### config.mk
export PLATFORM = sky130hd
export DESIGN_NAME = ntt_bfly_sequencer
export DESIGN_NICKNAME = d
export VERILOG_FILES = /design/src/rtl/ntt_pkg.sv /design/src/rtl/ntt_bfly_addr_gen.sv /design/src/rtl/ntt_bfly_sequencer.sv
export SDC_FILE = /design/constraint.sdc
export NUM_CORES = 1
export LEC_CHECK = 0
export BUFFER_PORTS_ARGS = -buffer_cell sky130_fd_sc_hd__buf_2
export CORE_UTILIZATION = 38
export DETAILED_ROUTE_END_ITERATION = 8
export PLACE_DENSITY = 0.68
export SLEW_MARGIN = 20
export SYNTH_ARGS = -nofsm -noshare
export SYNTH_HDL_FRONTEND = slang
export SYNTH_SLANG_ARGS = --single-unit
export TNS_END_PERCENT = 30
### constraint.sdc
create_clock -name clk -period 3.7 [get_ports clk]
set_input_delay 0.185 -clock clk [delete_from_list [all_inputs] [get_ports clk]]
set_output_delay 0.185 -clock clk [all_outputs]
set_load 0.1 [all_outputs]
### src/rtl/ntt_pkg.sv
// Shared definitions for the NTT butterfly sequencer: sizes, FSM encoding and bit reversal.
package ntt_pkg;

  localparam int N    = 8;
  localparam int LOGN = $clog2(N);
  localparam int DW   = 8;

  typedef enum logic [2:0] {
    IDLE   = 3'd0,
    LOAD   = 3'd1,
    ISSUE  = 3'd2,
    WAIT   = 3'd3,
    UNLOAD = 3'd4
  } state_t;

  function automatic logic [LOGN-1:0] bitrev(input logic [LOGN-1:0] v);
    logic [LOGN-1:0] r;
    for (int i = 0; i < LOGN; i++) begin
      r[i] = v[LOGN-1-i];
    end
    return r;
  endfunction

endpackage

### src/rtl/ntt_bfly_addr_gen.sv
// Maps (stage, butterfly index k) to the operand addresses a, b and the twiddle index.
module ntt_bfly_addr_gen #(
  parameter int LOGN = ntt_pkg::LOGN
) (
  input  logic [LOGN-1:0] stage,
  input  logic [LOGN-2:0] k,
  output logic [LOGN-1:0] a,
  output logic [LOGN-1:0] b,
  output logic [LOGN-2:0] tw
);

  localparam logic [LOGN-1:0] ONE = LOGN'(1);
  localparam logic [LOGN-1:0] TOP = LOGN'(LOGN - 1);

  logic [LOGN-1:0] k_ext_s;
  logic [LOGN-1:0] half_s;
  logic [LOGN-1:0] low_s;

  // Low bits of k pick the position inside a group; upper bits skip over the half bit.
  always_comb begin
    k_ext_s = {1'b0, k};
    half_s  = ONE << stage;
    low_s   = k_ext_s & (half_s - ONE);
    a       = (((k_ext_s >> stage) << stage) << 1) | low_s;
    b       = a + half_s;
    tw      = low_s[LOGN-2:0] << (TOP - stage);
  end

endmodule

### src/rtl/ntt_bfly_sequencer.sv
// Forward-NTT controller: bit-reversed load, one-at-a-time DIT butterfly issue, natural-order unload.
module ntt_bfly_sequencer #(
  parameter int N    = ntt_pkg::N,
  parameter int LOGN = $clog2(N),
  parameter int DW   = ntt_pkg::DW
) (
  input  logic            clk,
  input  logic            rst_n,
  input  logic            start,
  output logic            busy,
  output logic            done,
  input  logic            in_valid,
  output logic            in_ready,
  input  logic [DW-1:0]   in_data,
  output logic            bf_valid,
  input  logic            bf_ready,
  output logic [DW-1:0]   bf_a,
  output logic [DW-1:0]   bf_b,
  output logic [LOGN-2:0] bf_tw_idx,
  output logic [LOGN-1:0] bf_stage,
  input  logic            res_valid,
  input  logic [DW-1:0]   res_a,
  input  logic [DW-1:0]   res_b,
  output logic            out_valid,
  input  logic            out_ready,
  output logic [DW-1:0]   out_data
);
  import ntt_pkg::*;

  localparam int KW = LOGN - 1;
  localparam logic [LOGN-1:0] ONE_A      = LOGN'(1);
  localparam logic [KW-1:0]   ONE_K      = KW'(1);
  localparam logic [LOGN-1:0] LAST_IDX   = LOGN'(N - 1);
  localparam logic [KW-1:0]   LAST_K     = KW'(N / 2 - 1);
  localparam logic [LOGN-1:0] LAST_STAGE = LOGN'(LOGN - 1);

  state_t          state_r, state_nxt_s;
  logic [DW-1:0]   mem_r     [N];
  logic [DW-1:0]   mem_nxt_s [N];
  logic [LOGN-1:0] ld_cnt_r, ld_cnt_nxt_s;
  logic [LOGN-1:0] j_r, j_nxt_s;
  logic [LOGN-1:0] stage_r, stage_nxt_s;
  logic [KW-1:0]   k_r, k_nxt_s;
  logic            done_nxt_s;
  logic [LOGN-1:0] a_s, b_s, na_s, nb_s;
  logic [KW-1:0]   tw_s, ntw_s;

  logic            busy_r, done_r, in_ready_r, bf_valid_r, out_valid_r;
  logic [DW-1:0]   bf_a_r, bf_b_r, out_data_r;
  logic [KW-1:0]   bf_tw_idx_r;
  logic [LOGN-1:0] bf_stage_r;

  // Current butterfly addresses serve write-back; next-cycle addresses feed the registered request.
  ntt_bfly_addr_gen #(.LOGN(LOGN)) u_addr_cur (
    .stage(stage_r), .k(k_r), .a(a_s), .b(b_s), .tw(tw_s)
  );
  ntt_bfly_addr_gen #(.LOGN(LOGN)) u_addr_nxt (
    .stage(stage_nxt_s), .k(k_nxt_s), .a(na_s), .b(nb_s), .tw(ntw_s)
  );

  // Next state, counters and buffer contents.
  always_comb begin
    state_nxt_s  = state_r;
    ld_cnt_nxt_s = ld_cnt_r;
    j_nxt_s      = j_r;
    stage_nxt_s  = stage_r;
    k_nxt_s      = k_r;
    done_nxt_s   = 1'b0;
    for (int i = 0; i < N; i++) begin
      mem_nxt_s[i] = mem_r[i];
    end
    case (state_r)
      IDLE: begin
        if (start) begin
          state_nxt_s  = LOAD;
          ld_cnt_nxt_s = {LOGN{1'b0}};
        end else begin
          state_nxt_s = IDLE;
        end
      end
      LOAD: begin
        if (in_valid) begin
          mem_nxt_s[bitrev(ld_cnt_r)] = in_data;
          ld_cnt_nxt_s = ld_cnt_r + ONE_A;
          if (ld_cnt_r == LAST_IDX) begin
            state_nxt_s = ISSUE;
            stage_nxt_s = {LOGN{1'b0}};
            k_nxt_s     = {KW{1'b0}};
          end else begin
            state_nxt_s = LOAD;
          end
        end else begin
          state_nxt_s = LOAD;
        end
      end
      ISSUE: begin
        if (bf_ready) begin
          state_nxt_s = WAIT;
        end else begin
          state_nxt_s = ISSUE;
        end
      end
      WAIT: begin
        if (res_valid) begin
          mem_nxt_s[a_s] = res_a;
          mem_nxt_s[b_s] = res_b;
          if (k_r == LAST_K) begin
            k_nxt_s = {KW{1'b0}};
            if (stage_r == LAST_STAGE) begin
              state_nxt_s = UNLOAD;
              j_nxt_s     = {LOGN{1'b0}};
            end else begin
              stage_nxt_s = stage_r + ONE_A;
              state_nxt_s = ISSUE;
            end
          end else begin
            k_nxt_s     = k_r + ONE_K;
            state_nxt_s = ISSUE;
          end
        end else begin
          state_nxt_s = WAIT;
        end
      end
      UNLOAD: begin
        if (out_ready) begin
          j_nxt_s = j_r + ONE_A;
          if (j_r == LAST_IDX) begin
            state_nxt_s = IDLE;
            done_nxt_s  = 1'b1;
          end else begin
            state_nxt_s = UNLOAD;
          end
        end else begin
          state_nxt_s = UNLOAD;
        end
      end
      default: begin
        state_nxt_s = IDLE;
      end
    endcase
  end

  // State, buffer and output registers; outputs are loaded from next-cycle values so they line up with the state.
  always_ff @(posedge clk) begin
    if (!rst_n) begin
      state_r     <= IDLE;
      ld_cnt_r    <= {LOGN{1'b0}};
      j_r         <= {LOGN{1'b0}};
      stage_r     <= {LOGN{1'b0}};
      k_r         <= {KW{1'b0}};
      for (int i = 0; i < N; i++) begin
        mem_r[i] <= {DW{1'b0}};
      end
      busy_r      <= 1'b0;
      done_r      <= 1'b0;
      in_ready_r  <= 1'b0;
      bf_valid_r  <= 1'b0;
      out_valid_r <= 1'b0;
      bf_a_r      <= {DW{1'b0}};
      bf_b_r      <= {DW{1'b0}};
      bf_tw_idx_r <= {KW{1'b0}};
      bf_stage_r  <= {LOGN{1'b0}};
      out_data_r  <= {DW{1'b0}};
    end else begin
      state_r     <= state_nxt_s;
      ld_cnt_r    <= ld_cnt_nxt_s;
      j_r         <= j_nxt_s;
      stage_r     <= stage_nxt_s;
      k_r         <= k_nxt_s;
      for (int i = 0; i < N; i++) begin
        mem_r[i] <= mem_nxt_s[i];
      end
      busy_r      <= (state_nxt_s != IDLE);
      done_r      <= done_nxt_s;
      in_ready_r  <= (state_nxt_s == LOAD);
      bf_valid_r  <= (state_nxt_s == ISSUE);
      out_valid_r <= (state_nxt_s == UNLOAD);
      if (state_nxt_s == ISSUE) begin
        bf_a_r      <= mem_nxt_s[na_s];
        bf_b_r      <= mem_nxt_s[nb_s];
        bf_tw_idx_r <= ntw_s;
        bf_stage_r  <= stage_nxt_s;
      end else begin
        bf_a_r      <= {DW{1'b0}};
        bf_b_r      <= {DW{1'b0}};
        bf_tw_idx_r <= {KW{1'b0}};
        bf_stage_r  <= {LOGN{1'b0}};
      end
      if (state_nxt_s == UNLOAD) begin
        out_data_r <= mem_nxt_s[j_nxt_s];
      end else begin
        out_data_r <= {DW{1'b0}};
      end
    end
  end

  assign busy      = busy_r;
  assign done      = done_r;
  assign in_ready  = in_ready_r;
  assign bf_valid  = bf_valid_r;
  assign bf_a      = bf_a_r;
  assign bf_b      = bf_b_r;
  assign bf_tw_idx = bf_tw_idx_r;
  assign bf_stage  = bf_stage_r;
  assign out_valid = out_valid_r;
  assign out_data  = out_data_r;

  // Current-butterfly twiddle is only needed for the next request.
  logic unused_s;
  assign unused_s = ^tw_s;

endmodule

After elaboration in Yosys (flattened, before gate mapping)

Memory sizes are Yosys's and may differ from the RTL's.
Cells that the tools add are included.

Register bits after elaboration: 48
RAM bits: 64
Input port bits: 31
Output and inout bits: 34
Word-level logic and storage cells: 143
Memories: 1

$add $sub $neg: 9
Magnitude comparators: 9
Equality and inequality tests: 13
Shift-type cells: 7
Mux-type cells: 61
Bitwise logic cells: 18
Reductions and logical operators: 10

Memories:

| name  | words | bits a word | read ports | clocked after Yosys merged registers in | wr ports | line                     | source |
|---|---|---|---|---|---|---|---|
| mem_r | 8     | 8           | 8          | 0                                       | 8        | ntt_bfly_sequencer.sv:38 | `logic [DW-1:0] mem_r [N];` |

Operator list:

| cell                                                                  | number |
|---|---|
| 64-bit bitwise mux                                                    | 3 |
| 8-bit 2-to-1 mux                                                      | 17 |
| 64-bit 2-to-1 mux                                                     | 2 |
| 64-bit case mux with 2 select lines                                   | 1 |
| 8-bit binary-select mux with 3-bit select                             | 3 |
| 8-bit demux with 3-bit select                                         | 3 |
| 3-bit 2-to-1 mux                                                      | 17 |
| 4-bit >= comparator, second input constant                            | 6 |
| 3-bit inverter with 4-bit output                                      | 6 |
| 3-bit case mux with 2 select lines                                    | 3 |
| 3-bit case mux with 5 select lines                                    | 1 |
| 3-bit by 2-bit equality test with 1-bit output, second input constant | 4 |
| 3-bit equality test, second input constant                            | 4 |
| 4-bit by 1-bit < comparator with 1-bit output, second input constant  | 3 |
| 2-bit 2-to-1 mux                                                      | 5 |
| 3-bit by 1-bit adder with 3-bit output, second input constant         | 3 |
| 1-bit bitwise OR                                                      | 8 |
| 3-bit adder                                                           | 2 |
| 2-bit by 3-bit bitwise AND with 3-bit output                          | 2 |
| 3-bit by 1-bit equality test with 1-bit output, second input constant | 2 |
| 3-bit bitwise OR                                                      | 2 |
| 3-bit AND reduction                                                   | 2 |
| 1-bit by 3-bit << shifter with 3-bit output, first input constant     | 2 |
| 3-bit by 3-bit << shifter with 2-bit output                           | 2 |
| other kinds (14)                                                      | 24 |

Depth between registers and ports, before layout

Depth after elaboration: 16
Mapped depth: 18
Mapped depth without buffers: 17

By module

Synthesis repeated with hierarchy kept, for this count alone.

Cell total of the unflattened synthesis: 1213
Area total of the unflattened synthesis: 9116.2 sq um

Modules (own cells, without submodules):

| module             | times used | cells an instance | area an instance (sq um) |
|---|---|---|---|
| ntt_bfly_sequencer | 1          | 1151              | 8605.8 |
| ntt_bfly_addr_gen  | 2          | 31                | 255.2 |

Worst setup path after synthesis

Ideal clock, no wire load.

Path type: reg-to-reg
Start: reg stage_r[0]
End: reg bf_b_r[2] (netlist: bf_b[2])
Library setup time: 0.073 ns
Arrival time: 3.979 ns
Required time: 3.627 ns
Path slack: -0.352 ns
Cell stages (with the launch flop): 17
Path buffers: 2
Period minus slack after synthesis: 4.052 ns
Cell sequence: dfxtp_1 -> inv_1 -> ha_1 -> nand2b_1 -> nand4_1 -> mux2i_1 -> inv_1 -> ha_1 -> xnor2_1 -> o21ai_0 -> and2_1 -> inv_2 -> fa_1 -> clkbuf_1 -> clkbuf_1 -> mux4_2 -> o22ai_2

Elaborated cells between the ends (all ways): 48

RTL lines:

| element                                                                                                         | line                                                 | source |
|---|---|---|
| from (decl)                                                                                                     | ntt_bfly_sequencer.sv:42                             | `logic [LOGN-1:0] stage_r, stage_nxt_s;` |
| from (signal assigned)                                                                                          | ntt_bfly_sequencer.sv:149                            | `stage_r <= {LOGN{1'b0}};` |
| from (signal assigned)                                                                                          | ntt_bfly_sequencer.sv:168                            | `stage_r <= stage_nxt_s;` |
| 3-bit by 1-bit adder with 3-bit output / 3-bit by 2-bit equality test with 1-bit output (equally long branches) | ntt_bfly_sequencer.sv:113, ntt_bfly_sequencer.sv:109 |  |
| 3-bit 2-to-1 mux                                                                                                | ntt_bfly_sequencer.sv:109                            | `if (stage_r == LAST_STAGE) begin` |
| 3-bit 2-to-1 mux                                                                                                | ntt_bfly_sequencer.sv:107                            | `if (k_r == LAST_K) begin` |
| 3-bit 2-to-1 mux                                                                                                | ntt_bfly_sequencer.sv:104                            | `if (res_valid) begin` |
| 3-bit case mux with 2 select lines *                                                                            | ntt_bfly_sequencer.sv:72                             | `case (state_r)` |
| via stage_nxt_s[0]                                                                                              | ntt_bfly_sequencer.sv:42                             |  |
| 1-bit by 3-bit << shifter with 3-bit output                                                                     | ntt_bfly_addr_gen.sv:22                              | `half_s = ONE << stage;` |
| 3-bit by 1-bit subtractor with 3-bit output                                                                     | ntt_bfly_addr_gen.sv:23                              | `low_s = k_ext_s & (half_s - ONE);` |
| 2-bit by 3-bit bitwise AND with 3-bit output                                                                    | ntt_bfly_addr_gen.sv:23                              |  |
| 3-bit bitwise OR                                                                                                | ntt_bfly_addr_gen.sv:24                              | `a = (((k_ext_s >> stage) << stage) << 1) \| low_s;` |
| 3-bit adder *                                                                                                   | ntt_bfly_addr_gen.sv:25                              | `b = a + half_s;` |
| 3-bit inverter with 4-bit output (implied by the code) *                                                        | ntt_bfly_sequencer.sv:180                            | `bf_b_r <= mem_nxt_s[nb_s];` |
| 8-bit binary-select mux with 3-bit select *                                                                     | ntt_bfly_sequencer.sv:180                            |  |
| 8-bit 2-to-1 mux (implied by the code) * (2 in a row)                                                           | ntt_bfly_sequencer.sv:180                            |  |
| to (signal assigned)                                                                                            | ntt_bfly_sequencer.sv:160                            | `bf_b_r <= {DW{1'b0}};` |
| to (signal assigned)                                                                                            | ntt_bfly_sequencer.sv:180                            |  |
| to (signal assigned)                                                                                            | ntt_bfly_sequencer.sv:185                            | `bf_b_r <= {DW{1'b0}};` |
| to (decl)                                                                                                       | ntt_bfly_sequencer.sv:49                             | `logic [DW-1:0] bf_a_r, bf_b_r, out_data_r;` |

The timed path passes the listed nets; every way through them passes the cells marked *. The select of a mux whose other input is x is not followed.
A chain may end at the register's enable or synchronous reset.

Worst setup path after layout

Start: reg stage_r[0]
End: reg bf_a_r[4] (netlist: bf_a[4])

Word-level cells in the longest chain between the ends: 16
Elaborated cells between the ends (all ways): 47

Ends and longest elaborated chain:

| element                                                                                        | line                                                 | source |
|---|---|---|
| 1-bit by 3-bit << shifter with 3-bit output                                                    | ntt_bfly_addr_gen.sv:22                              |  |
| 3-bit by 1-bit subtractor with 3-bit output                                                    | ntt_bfly_addr_gen.sv:23                              |  |
| 2-bit by 3-bit bitwise AND with 3-bit output                                                   | ntt_bfly_addr_gen.sv:23                              |  |
| 3-bit bitwise OR                                                                               | ntt_bfly_addr_gen.sv:24                              |  |
| 3-bit adder / 3-bit inverter with 4-bit output (equally long branches)                         | ntt_bfly_addr_gen.sv:25, ntt_bfly_sequencer.sv:105   |  |
| 3-bit inverter with 4-bit output (implied by the code), or another cell as far along           | ntt_bfly_sequencer.sv:106                            | `mem_nxt_s[b_s] = res_b;` |
| 4-bit >= comparator (implied by the code), or another cell as far along                        | ntt_bfly_sequencer.sv:106                            |  |
| 1-bit logical AND (implied by the code) / 8-bit 2-to-1 mux (equally long branches)             | ntt_bfly_sequencer.sv:106, ntt_bfly_sequencer.sv:105 |  |
| 8-bit 2-to-1 mux (implied by the code) / 8-bit demux with 3-bit select (equally long branches) | ntt_bfly_sequencer.sv:106, ntt_bfly_sequencer.sv:105 |  |
| 8-bit demux with 3-bit select / 64-bit bitwise mux (equally long branches)                     | ntt_bfly_sequencer.sv:106, ntt_bfly_sequencer.sv:105 |  |
| 64-bit bitwise mux                                                                             | ntt_bfly_sequencer.sv:106                            |  |
| 64-bit 2-to-1 mux                                                                              | ntt_bfly_sequencer.sv:104                            |  |
| 64-bit case mux with 2 select lines                                                            | ntt_bfly_sequencer.sv:72                             |  |
| 8-bit binary-select mux with 3-bit select                                                      | ntt_bfly_sequencer.sv:179                            | `bf_a_r <= mem_nxt_s[na_s];` |
| 8-bit 2-to-1 mux (implied by the code) (2 in a row)                                            | ntt_bfly_sequencer.sv:179                            |  |
| to (signal assigned)                                                                           | ntt_bfly_sequencer.sv:159                            | `bf_a_r <= {DW{1'b0}};` |
| to (signal assigned)                                                                           | ntt_bfly_sequencer.sv:179                            |  |
| to (signal assigned)                                                                           | ntt_bfly_sequencer.sv:184                            | `bf_a_r <= {DW{1'b0}};` |
| to (decl)                                                                                      | ntt_bfly_sequencer.sv:49                             |  |

Parallel ways exist; a longest one is shown, timed or not. The select of a mux whose other input is x is not followed.

==> metrics <==
period utilization=98.4%; Clock Latency Late Sink=370 ps; post-route setup TNS=0 ps; Relative slew margins=36.1%; R2R depth=14; Sw Pwr=0.000795 W; Core Box Area=22800 um^2; IR drop worst, VDD=175 uV; worst-margin pin slew=958 ps; WHS Path Cells=3; crit path to=bf_a[4]$_SDFF_PN0_; routed via count=10400; Routability Congestion=1.00; endpoints failing hold=0; hold path startpoint=out_ready; initial antenna violation count=0; met3 Use GR=7.83%; Yosys warnings=0; Nets=1352; min Tclk post-route=3640 ps; clock power share=40.0%; area delta synth->final=26.5%; reg2reg start=stage_r[0]$_SDFF_PN0_; post-route insts no fill=1620; EDFF count, synth=0; Max-Cap Viols=0; All-Layer GR Usage=32.6%; commonest cells after routing, fill and taps aside=161 x buf_4, 111 x nor2_1, 109 x dfxtp_1; Starting Density=39.0%; worst slack at placement=-6.24 ps; Worst path depth=14; RSZ-0062 raised after global routing=yes; critical path type=register to register; Die Footprint=24100 um^2; most common cell after layout, fill and taps aside=buf_4; multi-input logic area=6610 um^2; Netlist cell types=96; DP HPWL=28900 um; TritonCTS buffer count=9; FF+latch count, synth=112; Root Driver=clkbuf_16; FP Rows=55; combinational power share=14.4%; kind of start point of the critical path=register; Final Slew Violations=0; worst hold path class=input pin to register; Reg power frac=45.6%; power density cells=239 nW/um^2; top achievable clock speed=0.275 GHz; reg2reg setup slack=60 ps; vias per cell=6.40; share of layout cells above drive strength 1=28.2%; CTS tree=built; Setup crit start=stage_r[0]$_SDFF_PN0_; Die X=155 um; pin count of the biggest net entering global routing=59; Crit path required time=3950 ps; vias in the first global route=9489; Clock Tree Buf Depth=2; Synth Instances=1142; CP peak stage delay=520 ps; CTS Sinks=112; most used cell, CP=buf_4; H-tree levels=3; I/O Pins=65; maximum fanout along the worst path=8; Die H=155 um; final setup fails=0; first-pass GRT wire length=59200 um; WP data arrival=3890 ps; Sequential cell area=2250 um^2; M1 GR Usage=44.0%; drc violations=0; Setup WS post-layout=57.6 ps; Port Buffers=64; Crit path max-delay family=simple AND/OR/NAND/NOR gates; status=completed; Initial DRT Pass Iterations=6; Primary FF master, synth=dfxtp_1; fraction of registers with async set/reset=0%; Leak=4.47 nW; Routed WL=39800 um; antenna cells=0; CP max-delay cell=or4b_1; switching share of power=29.5%; register area share after synthesis=25.2%; Avg WL per Cell=24.5 um; Placed Cells=1589; DRT antenna net count=0; Mapped Area=8910 um^2; GR peak layer=met2; GRT overflow=0; worst reg2reg endpoint=bf_a[4]$_SDFF_PN0_; Setup Skew=13.5 ps; CP endpoint kind=register; GR met2 Demand/Resource=50.1%; critical path, cell by cell=or4b_1 > o211a_1 > inv_2 > fa_2 > nor2_4 > nand3b_1 > buf_4 > mux2i_4 > mux2i_1 > a221oi_2 > buf_4 > and2_1 > a211oi_2 > o31a_1; Int Power=0.00190 W; worst path bufs/invs=3; Avg Cell Area, Syn=7.80 um^2; clock slew at the register clock pins of the worst setup and hold paths=90 ps; Iteration-0 DRC Markers=1324; filler instances=2281
power by group through the flow:
stage	combinational [W]	sequential, W	clock (W)
after floorplan	0.000183	0.00127	0
after global placement	0.000356	0.00126	0
after detailed placement	0.000358	0.00126	0
after CTS	0.000361	0.00123	0.00109
after global routing	0.000404	0.00123	0.00113
final	0.000387	0.00123	0.00108
per-layer routing:
metal,share of wire [%],vias to the layer above,routed length [um]
met5,0,-,0
met4,3.8,0,1530
met1,41,4932,16500
li1,-,4641,-
met2,43,689,17100
met3,12,108,4660
state kept, by name, summed over array words and instances (netlist names), 3 cells and up:
name,cells
mem_r,64
bf_a,8
bf_b,8
out_data,8
bf_stage,3
j_r,3
ld_cnt_r,3
stage_r,3
state_r,3
logic make-up (layout without fill, tap and decap cells):
| group | count (synthesis) | after routing | synth area share, % |
|---|---|---|---|
| DFF | 112 | 112 | 25.2 |
| and+or+nand+nor | 401 | 401 | 22.5 |
| AOI/OAI and AO/OA | 398 | 398 | 31.6 |
| buffers and inverters | 110 | 273 | 5.11 |
| muxes | 93 | 94 | 12.0 |
| xor gates and xnor gates | 8 | 8 | 0.787 |
| other | 1 | 2 | 0.0421 |
| adders and majority gates | 19 | 19 | 2.84 |
area by class of cell:
class | count | share of cell area [%]
clock buffers | 10 | 2.12
multi-input cells | 922 | 58.7
flip-flops and latches | 112 | 20.0
inverters | 26 | 0.866
repair buffers | 231 | 14.3
clock inverters | 6 | 0.589
well taps | 313 | 3.48
through the flow:
step	hold slack (ps)	cell area, um^2	power, W	util, %
after detailed placement	487	10500	0.00162	46.1
after floorplan	330	9010	0.00145	-
after global placement	473	10500	0.00161	46.1
after global routing	127	11300	0.00277	49.3
after CTS	105	10900	0.00268	47.7
final	109	11300	0.00270	49.3
worst reg2reg max path: cells and delay by family (launching register included):
family	cells	cell delay, ps
AND/OR/NAND/NOR	4	1000
multiplexers	2	440
AO/OA/AOI/OAI	4	700
buffers and inverters	3	490
flip-flops	1	380
adder cells (fa/ha/maj)	1	520
how the worst min path moves through the flow:
stage / slack (ps) / end
global route: 130 / done$_SDFF_PN0_
finish: 110 / done$_SDFF_PN0_
floorplan: 330 / state_r[1]$_SDFF_PN0_
CTS: 100 / done$_SDFF_PN0_
global placement: 470 / done$_SDFF_PN0_
detailed placement: 490 / done$_SDFF_PN0_
repair_timing:
action                                  CTS  global route
buffers inserted                          2            12
cloned                                    1             0
pin swaps                                 0            19
resized for setup                         8            64
hold buffers                              0             0
endpoints found under the setup margin   13            24
cell usage after synthesis, types with 24 or more instances:
cell type | number | area, um^2
nor3_1 | 34 | 170
a21oi_1 | 52 | 260
inv_1 | 24 | 90.1
o21ai_0 | 82 | 410
nor2_1 | 114 | 428
nand2_1 | 92 | 345
nand3_1 | 31 | 155
clkbuf_1 | 54 | 203
dfxtp_1 | 112 | 2240
mux2i_1 | 62 | 621
and2_1 | 53 | 332
a22oi_1 | 37 | 278
No activity file was read; power rests on OpenSTA's default activity.
